### src/rtl/pc_pred_pkg.sv
`default_nettype none
// ============================================================================
// Module   : pc_pred_pkg
// Purpose  : Shared encodings for the next-PC selector and its branch
//            history table: branch-select codes, 2-bit counter type,
//            counter state constants and the saturating update helper.
// Revision : 1.0 - initial release
// ============================================================================
package pc_pred_pkg;

  // Branch select encodings carried by the EX instruction
  typedef enum logic [1:0] {
    BS_INC  = 2'b00,  // no control transfer
    BS_COND = 2'b01,  // conditional branch, taken = Z ^ PS
    BS_JR   = 2'b10,  // jump to register address (RAA)
    BS_JMP  = 2'b11   // jump to branch address (BrA)
  } bs_e;

  // 2-bit saturating counter; bit 1 is the taken prediction
  typedef logic [1:0] ctr_t;

  localparam ctr_t SNT       = 2'b00;  // strongly not-taken
  localparam ctr_t WNT       = 2'b01;  // weakly not-taken
  localparam ctr_t WT        = 2'b10;  // weakly taken
  localparam ctr_t ST        = 2'b11;  // strongly taken
  localparam ctr_t CTR_RESET = WNT;

  // Saturating step toward the resolved outcome
  function automatic ctr_t ctr_next(input ctr_t c, input logic taken);
    ctr_t n;
    n = c;
    if (taken) begin
      if (c != ST) n = c + 2'b01;
    end else begin
      if (c != SNT) n = c - 2'b01;
    end
    return n;
  endfunction

endpackage : pc_pred_pkg
`default_nettype wire

### src/rtl/bht_2bit.sv
`default_nettype none
// ============================================================================
// Module   : bht_2bit
// Purpose  : Direct-mapped table of 2-bit saturating counters. One
//            asynchronous read port (fetch) and one saturating update port
//            (execute). A read of the entry being updated in the same cycle
//            returns the value held before the update.
// Ports    : clk         - clock, rising edge
//            rst_n       - asynchronous active-low reset, all entries -> WNT
//            i_rd_idx    - fetch read index
//            o_rd_ctr    - counter at i_rd_idx
//            i_upd_en    - apply an update this cycle
//            i_upd_idx   - entry to update
//            i_upd_taken - resolved outcome (1 = increment, 0 = decrement)
// Revision : 1.0 - initial release
// ============================================================================
module bht_2bit
  import pc_pred_pkg::*;
#(
  parameter int DEPTH = 16,
  parameter int IDX_W = $clog2(DEPTH)
) (
  input  logic             clk,
  input  logic             rst_n,
  input  logic [IDX_W-1:0] i_rd_idx,
  output ctr_t             o_rd_ctr,
  input  logic             i_upd_en,
  input  logic [IDX_W-1:0] i_upd_idx,
  input  logic             i_upd_taken
);

  ctr_t r_ctr [DEPTH];

  assign o_rd_ctr = r_ctr[i_rd_idx];

  always_ff @(posedge clk or negedge rst_n) begin
    if (!rst_n) begin
      for (int i = 0; i < DEPTH; i++) begin
        r_ctr[i] <= CTR_RESET;
      end
    end else if (i_upd_en) begin
      r_ctr[i_upd_idx] <= ctr_next(r_ctr[i_upd_idx], i_upd_taken);
    end
  end

endmodule : bht_2bit
`default_nettype wire

### src/rtl/pc_next_predict.sv
`default_nettype none
// ============================================================================
// Module   : pc_next_predict
// Purpose  : Next-PC selector owning the PC register. Chooses between the
//            incremented PC, a predicted branch target, BrA or RAA; resolves
//            conditional branches at execute and issues a redirect plus a
//            one-cycle flush whenever the fetch path went the wrong way.
// Config   : PC_PRED_BHT_EN defined   -> 2-bit counter table predicts
//                                        conditional branches at fetch.
//            PC_PRED_BHT_EN undefined -> static predict-not-taken, no table.
// Ports    : CLK             - clock, rising edge
//            reset           - asynchronous active-low reset
//            stall           - hold PC (a redirect still wins)
//            pc_inc          - PC+1 from fetch
//            fetch_is_branch - fetch instruction is a conditional branch
//            fetch_target    - predecoded target of fetch instruction
//            ex_valid        - EX stage holds a valid instruction
//            ex_pc           - PC of EX instruction
//            ex_predicted    - prediction carried down with EX instruction
//            BS, PS, Z       - branch select, polarity, zero flag
//            BrA, RAA        - branch / register jump address (low PC_W used)
//            PC              - registered program counter
//            branch_predict  - combinational prediction for current fetch
//            flush           - registered, kill fetch/decode instructions
// Revision : 1.0 - initial release
// ============================================================================
module pc_next_predict
  import pc_pred_pkg::*;
#(
  parameter int              PC_W      = 16,
  parameter int              ADDR_W    = 32,
  parameter int              BHT_DEPTH = 16,
  parameter logic [PC_W-1:0] RESET_PC  = '0
) (
  input  logic              CLK,
  input  logic              reset,
  input  logic              stall,
  input  logic [PC_W-1:0]   pc_inc,
  input  logic              fetch_is_branch,
  input  logic [PC_W-1:0]   fetch_target,
  input  logic              ex_valid,
  input  logic [PC_W-1:0]   ex_pc,
  input  logic              ex_predicted,
  input  logic [1:0]        BS,
  input  logic              PS,
  input  logic              Z,
  input  logic [ADDR_W-1:0] BrA,
  input  logic [ADDR_W-1:0] RAA,
  output logic [PC_W-1:0]   PC,
  output logic              branch_predict,
  output logic              flush
);

  logic [PC_W-1:0] r_pc;
  logic            r_flush;

  logic            w_taken;
  logic            w_ex_pred_eff;
  logic            w_redirect;
  logic [PC_W-1:0] w_redirect_pc;
  logic [PC_W-1:0] w_ex_pc_inc;
  logic [PC_W-1:0] w_next_pc;
  logic            w_unused;

  assign w_taken     = Z ^ PS;
  // Fall-through address of the EX branch; wraps naturally at PC_W bits
  assign w_ex_pc_inc = ex_pc + {{(PC_W-1){1'b0}}, 1'b1};

`ifdef PC_PRED_BHT_EN
  localparam int IDX_W = $clog2(BHT_DEPTH);

  ctr_t w_fetch_ctr;

  bht_2bit #(
    .DEPTH (BHT_DEPTH),
    .IDX_W (IDX_W)
  ) u_bht (
    .clk         (CLK),
    .rst_n       (reset),
    .i_rd_idx    (r_pc[IDX_W-1:0]),
    .o_rd_ctr    (w_fetch_ctr),
    .i_upd_en    (ex_valid && (bs_e'(BS) == BS_COND)),
    .i_upd_idx   (ex_pc[IDX_W-1:0]),
    .i_upd_taken (w_taken)
  );

  assign branch_predict = fetch_is_branch & w_fetch_ctr[1] & reset;
  assign w_ex_pred_eff  = ex_predicted;
  assign w_unused       = ^{BrA, RAA};
`else
  // Static not-taken: whatever arrives on ex_predicted, fetch never
  // followed a branch target, so every taken conditional must redirect.
  assign branch_predict = 1'b0;
  assign w_ex_pred_eff  = 1'b0;
  assign w_unused       = ^{BrA, RAA, ex_predicted, fetch_is_branch, fetch_target};
`endif

  // Execute-stage resolution
  always_comb begin
    w_redirect    = 1'b0;
    w_redirect_pc = w_ex_pc_inc;
    if (ex_valid) begin
      case (bs_e'(BS))
        BS_JR: begin
          w_redirect    = 1'b1;
          w_redirect_pc = RAA[PC_W-1:0];
        end
        BS_JMP: begin
          w_redirect    = 1'b1;
          w_redirect_pc = BrA[PC_W-1:0];
        end
        BS_COND: begin
          if (w_taken != w_ex_pred_eff) begin
            w_redirect    = 1'b1;
            w_redirect_pc = w_taken ? BrA[PC_W-1:0] : w_ex_pc_inc;
          end
        end
        default: ;
      endcase
    end
  end

  // Priority: redirect > stall > predicted target > sequential
  always_comb begin
    w_next_pc = pc_inc;
    if (w_redirect) begin
      w_next_pc = w_redirect_pc;
    end else if (stall) begin
      w_next_pc = r_pc;
    end else if (branch_predict) begin
      w_next_pc = fetch_target;
    end
  end

  always_ff @(posedge CLK or negedge reset) begin
    if (!reset) begin
      r_pc    <= RESET_PC;
      r_flush <= 1'b0;
    end else begin
      r_pc    <= w_next_pc;
      r_flush <= w_redirect;
    end
  end

  assign PC    = r_pc;
  assign flush = r_flush;

endmodule : pc_next_predict
`default_nettype wire

### config.mk
export PLATFORM = sky130hd
export DESIGN_NAME = pc_next_predict
export DESIGN_NICKNAME = d
export VERILOG_FILES = /design/src/rtl/pc_pred_pkg.sv /design/src/rtl/bht_2bit.sv /design/src/rtl/pc_next_predict.sv
export SDC_FILE = /design/constraint.sdc
export NUM_CORES = 1
export LEC_CHECK = 0
export ABC_AREA = 1
export CORE_ASPECT_RATIO = 1.5
export CORE_MARGIN = 1
export CORE_UTILIZATION = 26
export DETAILED_ROUTE_END_ITERATION = 10
export MAX_ROUTING_LAYER = met4
export PLACE_DENSITY = 0.91
export REMOVE_ABC_BUFFERS = 1
export SETUP_SLACK_MARGIN = 0.05
export SYNTH_ARGS = -nofsm -noshare
export SYNTH_HDL_FRONTEND = slang
export SYNTH_SLANG_ARGS = --single-unit
### constraint.sdc
create_clock -name CLK -period 0.9 [get_ports CLK]
set_input_delay 0.135 -clock CLK [delete_from_list [all_inputs] [get_ports CLK]]
set_output_delay 0.135 -clock CLK [all_outputs]
set_load 0.01 [all_outputs]
# After elaboration in Yosys (flattened, before gate mapping)
# Index checks and enable logic that the tools add are counted.
# word_totals
register_bits,17
in_bits,122
wordCells,17
# classes
n_addsub,1
n_eq_ne,4
mux,8
bitwise_logic,1
n_reduce_logical,1
# ops
op,count
2-to-1 mux 16 bit,4
one-hot mux 16 bit (3 select lines),1
adder 16 x 1 -> 16 bit (second input constant),1
== test 2 bit (second input constant),2
== test 2 x 1 -> 1 bit (second input constant),1
2-to-1 mux 1 bit,2
inequality test 2 x 1 -> 1 bit (second input constant),1
one-hot mux 1 bit (2 select lines),1
OR reduction 2 bit,1
bitwise XOR 1 bit,1

# Longest topological paths before layout
# Gate-level depths: netlist (run 1).
# depth
depth_word,5
mapped_depth,8
ltp_nobuf,8

# Worst setup path after synthesis (run 1)
# Ideal clock, no wire load.
# synth_timing
kind,input-to-reg
start,input BS[0]
end,"register r_pc[0], in the netlist PC[0]"
setup_ns,0.124
arrival_time_ns,0.753
t_required_ns,0.776
setup_slack_ns,0.023
stages,6
path_buffers,1
cell_sequence,o21a_1 > nand2_4 > inv_4 > buf_6 > nand2_1 > nand3_1
# synth_between
elab_chain_cells,5
word_cells_on_any_way,10
# synth_rtl
item,line,source
"start, declared",pc_next_predict.sv:44,"input logic [1:0] BS,"
== test 2 bit,pc_next_predict.sv:103,case (bs_e'(BS))
OR reduction 2 bit (no source line),n/a,
one-hot mux 1 bit (2 select lines) *,pc_next_predict.sv:103,
2-to-1 mux 1 bit *,pc_next_predict.sv:102,if (ex_valid) begin
via w_redirect,pc_next_predict.sv:59,logic w_redirect;
inequality test 2 x 1 -> 1 bit (no source line) / 2-to-1 mux 16 bit (equally long branches),n/a,
"end signal, assigned",pc_next_predict.sv:140,r_pc <= w_next_pc;
"end, declared",pc_next_predict.sv:54,logic [PC_W-1:0] r_pc;
# Mark *: on every way through the listed nets, which the timed path passes. The rest lies on a longest branch.
# A chain may end at the register's enable or synchronous reset.

# Final worst setup path (run 1)
# layout_timing
start,"register r_pc[11], in the netlist PC[11]"
end,output PC[11]
# layout_lines
item,line,source
"end, declared",pc_next_predict.sv:49,"output logic [PC_W-1:0] PC,"
# No word-level cell between the ends.

==> impl.org, run 1 <==
** Run status
- Result of the run :: complete, but fails checks
- The final reports fail on setup timing.

** Floorplan
- The total area inside the core boundary comes to between 4000 and 5000 um^2.
- Effective utilization at floorplan :: 0.2776
- Measured along the y axis, the die boundary spans about 82 um.
- For this design the top-level I/O count stands at 140.
- The die covers between 4000 and 5000 um^2.
- Row generation in the floorplan step produced 28 rows.
- Die boundary width :: between 50 and 60 um

** Timing
- Setup repair after global routing missed its margin :: yes
- The count of final hold-check violations was 0.
- The number of max-slew violations in the final report is 0.
- The smallest clock period supported by the final layout is computed as between 900 and 1000 ps.
- Clock skew on the completed layout was measured at 0 ps.
- Derived from the worst setup path, the maximum achievable clock frequency is between 1000 and 1500 MHz.
- Dividing the final minimum period by the clock period gives 1.037.
- Number of setup violations in the final report :: 13
- Final critical-path setup slack :: -33.25 ps

** Critical path
- In this run the worst path has a maximum fanout of 2.
- The critical path is of the reg -> out type.
- The largest individual stage delay along the critical path comes from the cell sky130_fd_sc_hd__dfrtp_1.
- Endpoint type of the worst setup path :: primary output
- The kind of cell with the highest combined delay along the critical path is flip-flops.
- Required @ worst endpoint :: between 700 and 800 ps
- Critical path cell sequence :: buf_2
- STA classifies the critical path startpoint as a flop.
- Buffering stage count on the worst path with inverters included :: 1
- The largest single stage delay on the critical path is roughly 400 ps.
- Arr. time, crit path :: approximately 800 ps

** Clock network
- Number of buffers inserted during clock tree synthesis :: 3
- TritonCTS clock tree :: built
- Clock root buffer :: sky130_fd_sc_hd__clkbuf_8
- Clock-pin slew was measured on the worst setup and hold paths at ~70 ps.
- Buffer depth of the longest clock path :: 2
- CTS built an H-tree with a depth of 1.
- The clock net in this run drives a total of 17 sinks.
- Clock latency of the later-clocked register in the worst-skew pair :: 250 ps

** Drt
- The first detailed-routing pass took 4 iterations.
- In the final routed layout, each cell accounts on average for 13.93 um.
- Antenna violation net count after detailed routing :: 0
- Summing over every cut layer, the via total after detailed routing is around 1,400.
- Total Routed Length :: ~4200 um
- Iter 0 DRT Violations :: 22
- Via density per instance :: 4.725
- DRC violations left :: 0

** Power and ir drop
- The design draws about 2.6 mW.
- Static Leakage :: between 1 and 1.5 nW
- IR analysis of the VDD net gives a maximum drop of ~0.00085 V.
- In this run the power density over the cells is 1141 nW/um^2.

** Global route
- Across every metal layer, demand over resource in global routing totals 0.1856.
- The number of antenna violations at the first check in global routing was 0.
- The via count of the first global-routing pass came to 1,477.
- Entering global routing, the biggest net connects 18 pins.
- First-pass GRT wire length :: between 6000 and 7000 um
- Overflow left after global routing :: 0

** Worst hold path
- The tightest min-delay check is of the in -> async type.

** Yosys
- Post-synthesis cell type with the largest combined area :: sky130_fd_sc_hd__dfrtp_1
- In the synthesized netlist, the number of instances is ~160.
- By area the synthesized netlist is led by sky130_fd_sc_hd__dfrtp_1 38%, sky130_fd_sc_hd__nand2_1 24%, sky130_fd_sc_hd__nand3_1 17%, sky130_fd_sc_hd__buf_6 3.0%, sky130_fd_sc_hd__buf_4 2.7%.
- Counting flops with an async set or reset pin after synthesis yields a share of 1.000.
- After synthesis the netlist holds a flip-flop and latch count of 17.
- Number of warnings printed during yosys synthesis :: 0
- Top post-synthesis cells by count :: 71 x sky130_fd_sc_hd__nand2_1, 37 x sky130_fd_sc_hd__nand3_1, 17 x sky130_fd_sc_hd__dfrtp_1
- Mapped Avg Cell Area :: between 6 and 7 um^2
- Sequential cell area fraction in the yosys report :: 0.3803
- Netlist area before placement :: about 1100 um^2
- Flip-flop cell with the highest count after synthesis :: sky130_fd_sc_hd__dfrtp_1
- Of the post-synthesis cell area, the dominant cell type holds 0.3803.
- In this run, synthesis inferred 0 flip-flops with an integrated enable.
- Count of different cell masters after synthesis :: 23
- Cell with the most instances after synthesis :: sky130_fd_sc_hd__nand2_1

** Placement
- Post-detail-place hpwl :: just under 3000 um
- During placement, the flow inserted port buffers numbering 72.
- The congestion estimate from routability-driven global placement came to around 0.83.

** Flow run
- Number of violations of the max-capacitance limit :: 0

** Final layout
- Share of layout cells above drive strength 1 :: 0.4038
- Total number of nets in the final design :: roughly 380
- For this run, the share of the core covered by cells in the final layout is 0.5721.
- ANT cells :: 0
- Syn-to-layout area delta :: 106.0%
## path summary, 6_finish.rpt
kind | slack, ps | to | startpoint | cells past startpoint
worst min-delay path | 230 | flush$_DFF_PN0_ | reset | 2
max in group asynchronous | 550 | PC[8]$_DFFE_PN0P_ | reset | 2
worst max register to register | 60 | PC[6]$_DFFE_PN0P_ | PC[6]$_DFFE_PN0P_ | 4
worst max-delay path | -30 | PC[11] | PC[11]$_DFFE_PN0P_ | 1
worst min register to register | 560 | PC[12]$_DFFE_PN0P_ | PC[12]$_DFFE_PN0P_ | 3
min in group CLK | 270 | PC[6]$_DFFE_PN0P_ | ex_valid | 5
## area by class of cell
type,count,area (um^2)
clock buffers,3,41.29
well taps,45,56.30
flip-flops and latches,17,425.4
clock inverters,1,5.005
inverters,10,50.05
repair buffers,104,975.9
multi-input cells,125,750.7
fillers,360,1724
## power by group
| group | switching [mW] | internal (mW) |
|---|---|---|
| clock | 0.273 | 0.307 |
| sequential | 0.0565 | 0.861 |
| combinational | 0.496 | 0.636 |
| total | 0.826 | 1.80 |
## what timing repair did
action                     CTS  global route
buffers inserted            11             3
hold buffers                 0             0
cloned                       1             0
gates resized for setup    106            55
pin swaps                   10            21
setup endpoints to repair   34            30
## layout by cell type (no fill, tap or decap)
cell type	count
sky130_fd_sc_hd__nor2_8	1
sky130_fd_sc_hd__nand2_2	19
sky130_fd_sc_hd__o21a_4	1
sky130_fd_sc_hd__nand3b_1	1
sky130_fd_sc_hd__inv_2	4
sky130_fd_sc_hd__clkinv_2	1
sky130_fd_sc_hd__clkbuf_8	3
sky130_fd_sc_hd__buf_12	5
sky130_fd_sc_hd__dfrtp_1	17
sky130_fd_sc_hd__nand3_1	27
sky130_fd_sc_hd__nor3_2	1
sky130_fd_sc_hd__o21ai_1	2
sky130_fd_sc_hd__nor2_4	1
sky130_fd_sc_hd__clkinv_8	1
sky130_fd_sc_hd__nor2_1	1
sky130_fd_sc_hd__buf_8	1
sky130_fd_sc_hd__dlygate4sd2_1	2
sky130_fd_sc_hd__o21ai_4	1
sky130_fd_sc_hd__a21oi_1	1
sky130_fd_sc_hd__a22o_1	1
sky130_fd_sc_hd__o21ai_0	1
sky130_fd_sc_hd__o21ai_2	2
sky130_fd_sc_hd__buf_4	19
sky130_fd_sc_hd__nand2_4	4
sky130_fd_sc_hd__buf_2	17
sky130_fd_sc_hd__nand3_4	1
sky130_fd_sc_hd__inv_1	5
sky130_fd_sc_hd__nand2_8	1
sky130_fd_sc_hd__buf_6	12
sky130_fd_sc_hd__nand2_1	48
sky130_fd_sc_hd__conb_1	1
sky130_fd_sc_hd__clkdlybuf4s50_1	48
sky130_fd_sc_hd__nand3_2	10
## state kept, by name, indices dropped and copies added (netlist names)
name   flops
flush      1
PC        16
## metrics by stage
| stage | cells | TNS (ps) | instance area (um^2) | hold slack [ps] | worst slack [ps] |
|---|---|---|---|---|---|
| 2_1_floorplan | 152 | -2103 | 1041 | -160.6 | -164.1 |
| 4_1_cts | 308 | -265.0 | 2170 | 232.6 | -41.85 |
| 3_5_place_dp | 292 | -10280 | 2041 | 486.3 | -538.2 |
| 6_report | 305 | -211.8 | 2305 | 228.8 | -33.25 |
| 3_3_place_gp | 292 | -9719 | 2041 | 465.1 | -517.6 |
| 5_1_grt | 305 | -686.1 | 2305 | 233.9 | -59.82 |
## kinds of logic after synthesis
kind of cell | share of synthesized area
AO/OA/AOI/OAI | 0.04585
flip-flops | 0.3803
AND/OR/NAND/NOR | 0.4653
buffers and inverters | 0.1051
other | 0.003352
## routing by layer
layer  wire (um)  vias up  track usage
li1            -      713            -
met1        1589      672       0.1967
met2        2412       52       0.3554
met3         211        4      0.03115
met4          35        0      0.05250
met5           0        -            -
Power figures use the tool's default switching activity.
==> run 2: changes to the inputs <==
--- a/config.mk
+++ b/config.mk
@@ -10,6 +10,7 @@
 export CORE_MARGIN = 1
 export CORE_UTILIZATION = 26
 export DETAILED_ROUTE_END_ITERATION = 10
+export GPL_ROUTABILITY_DRIVEN = 0
 export MAX_ROUTING_LAYER = met4
 export PLACE_DENSITY = 0.91
 export REMOVE_ABC_BUFFERS = 1
==> results of run 2 <==
No change in the layout: final DEF, timing and power equal those of run 1.
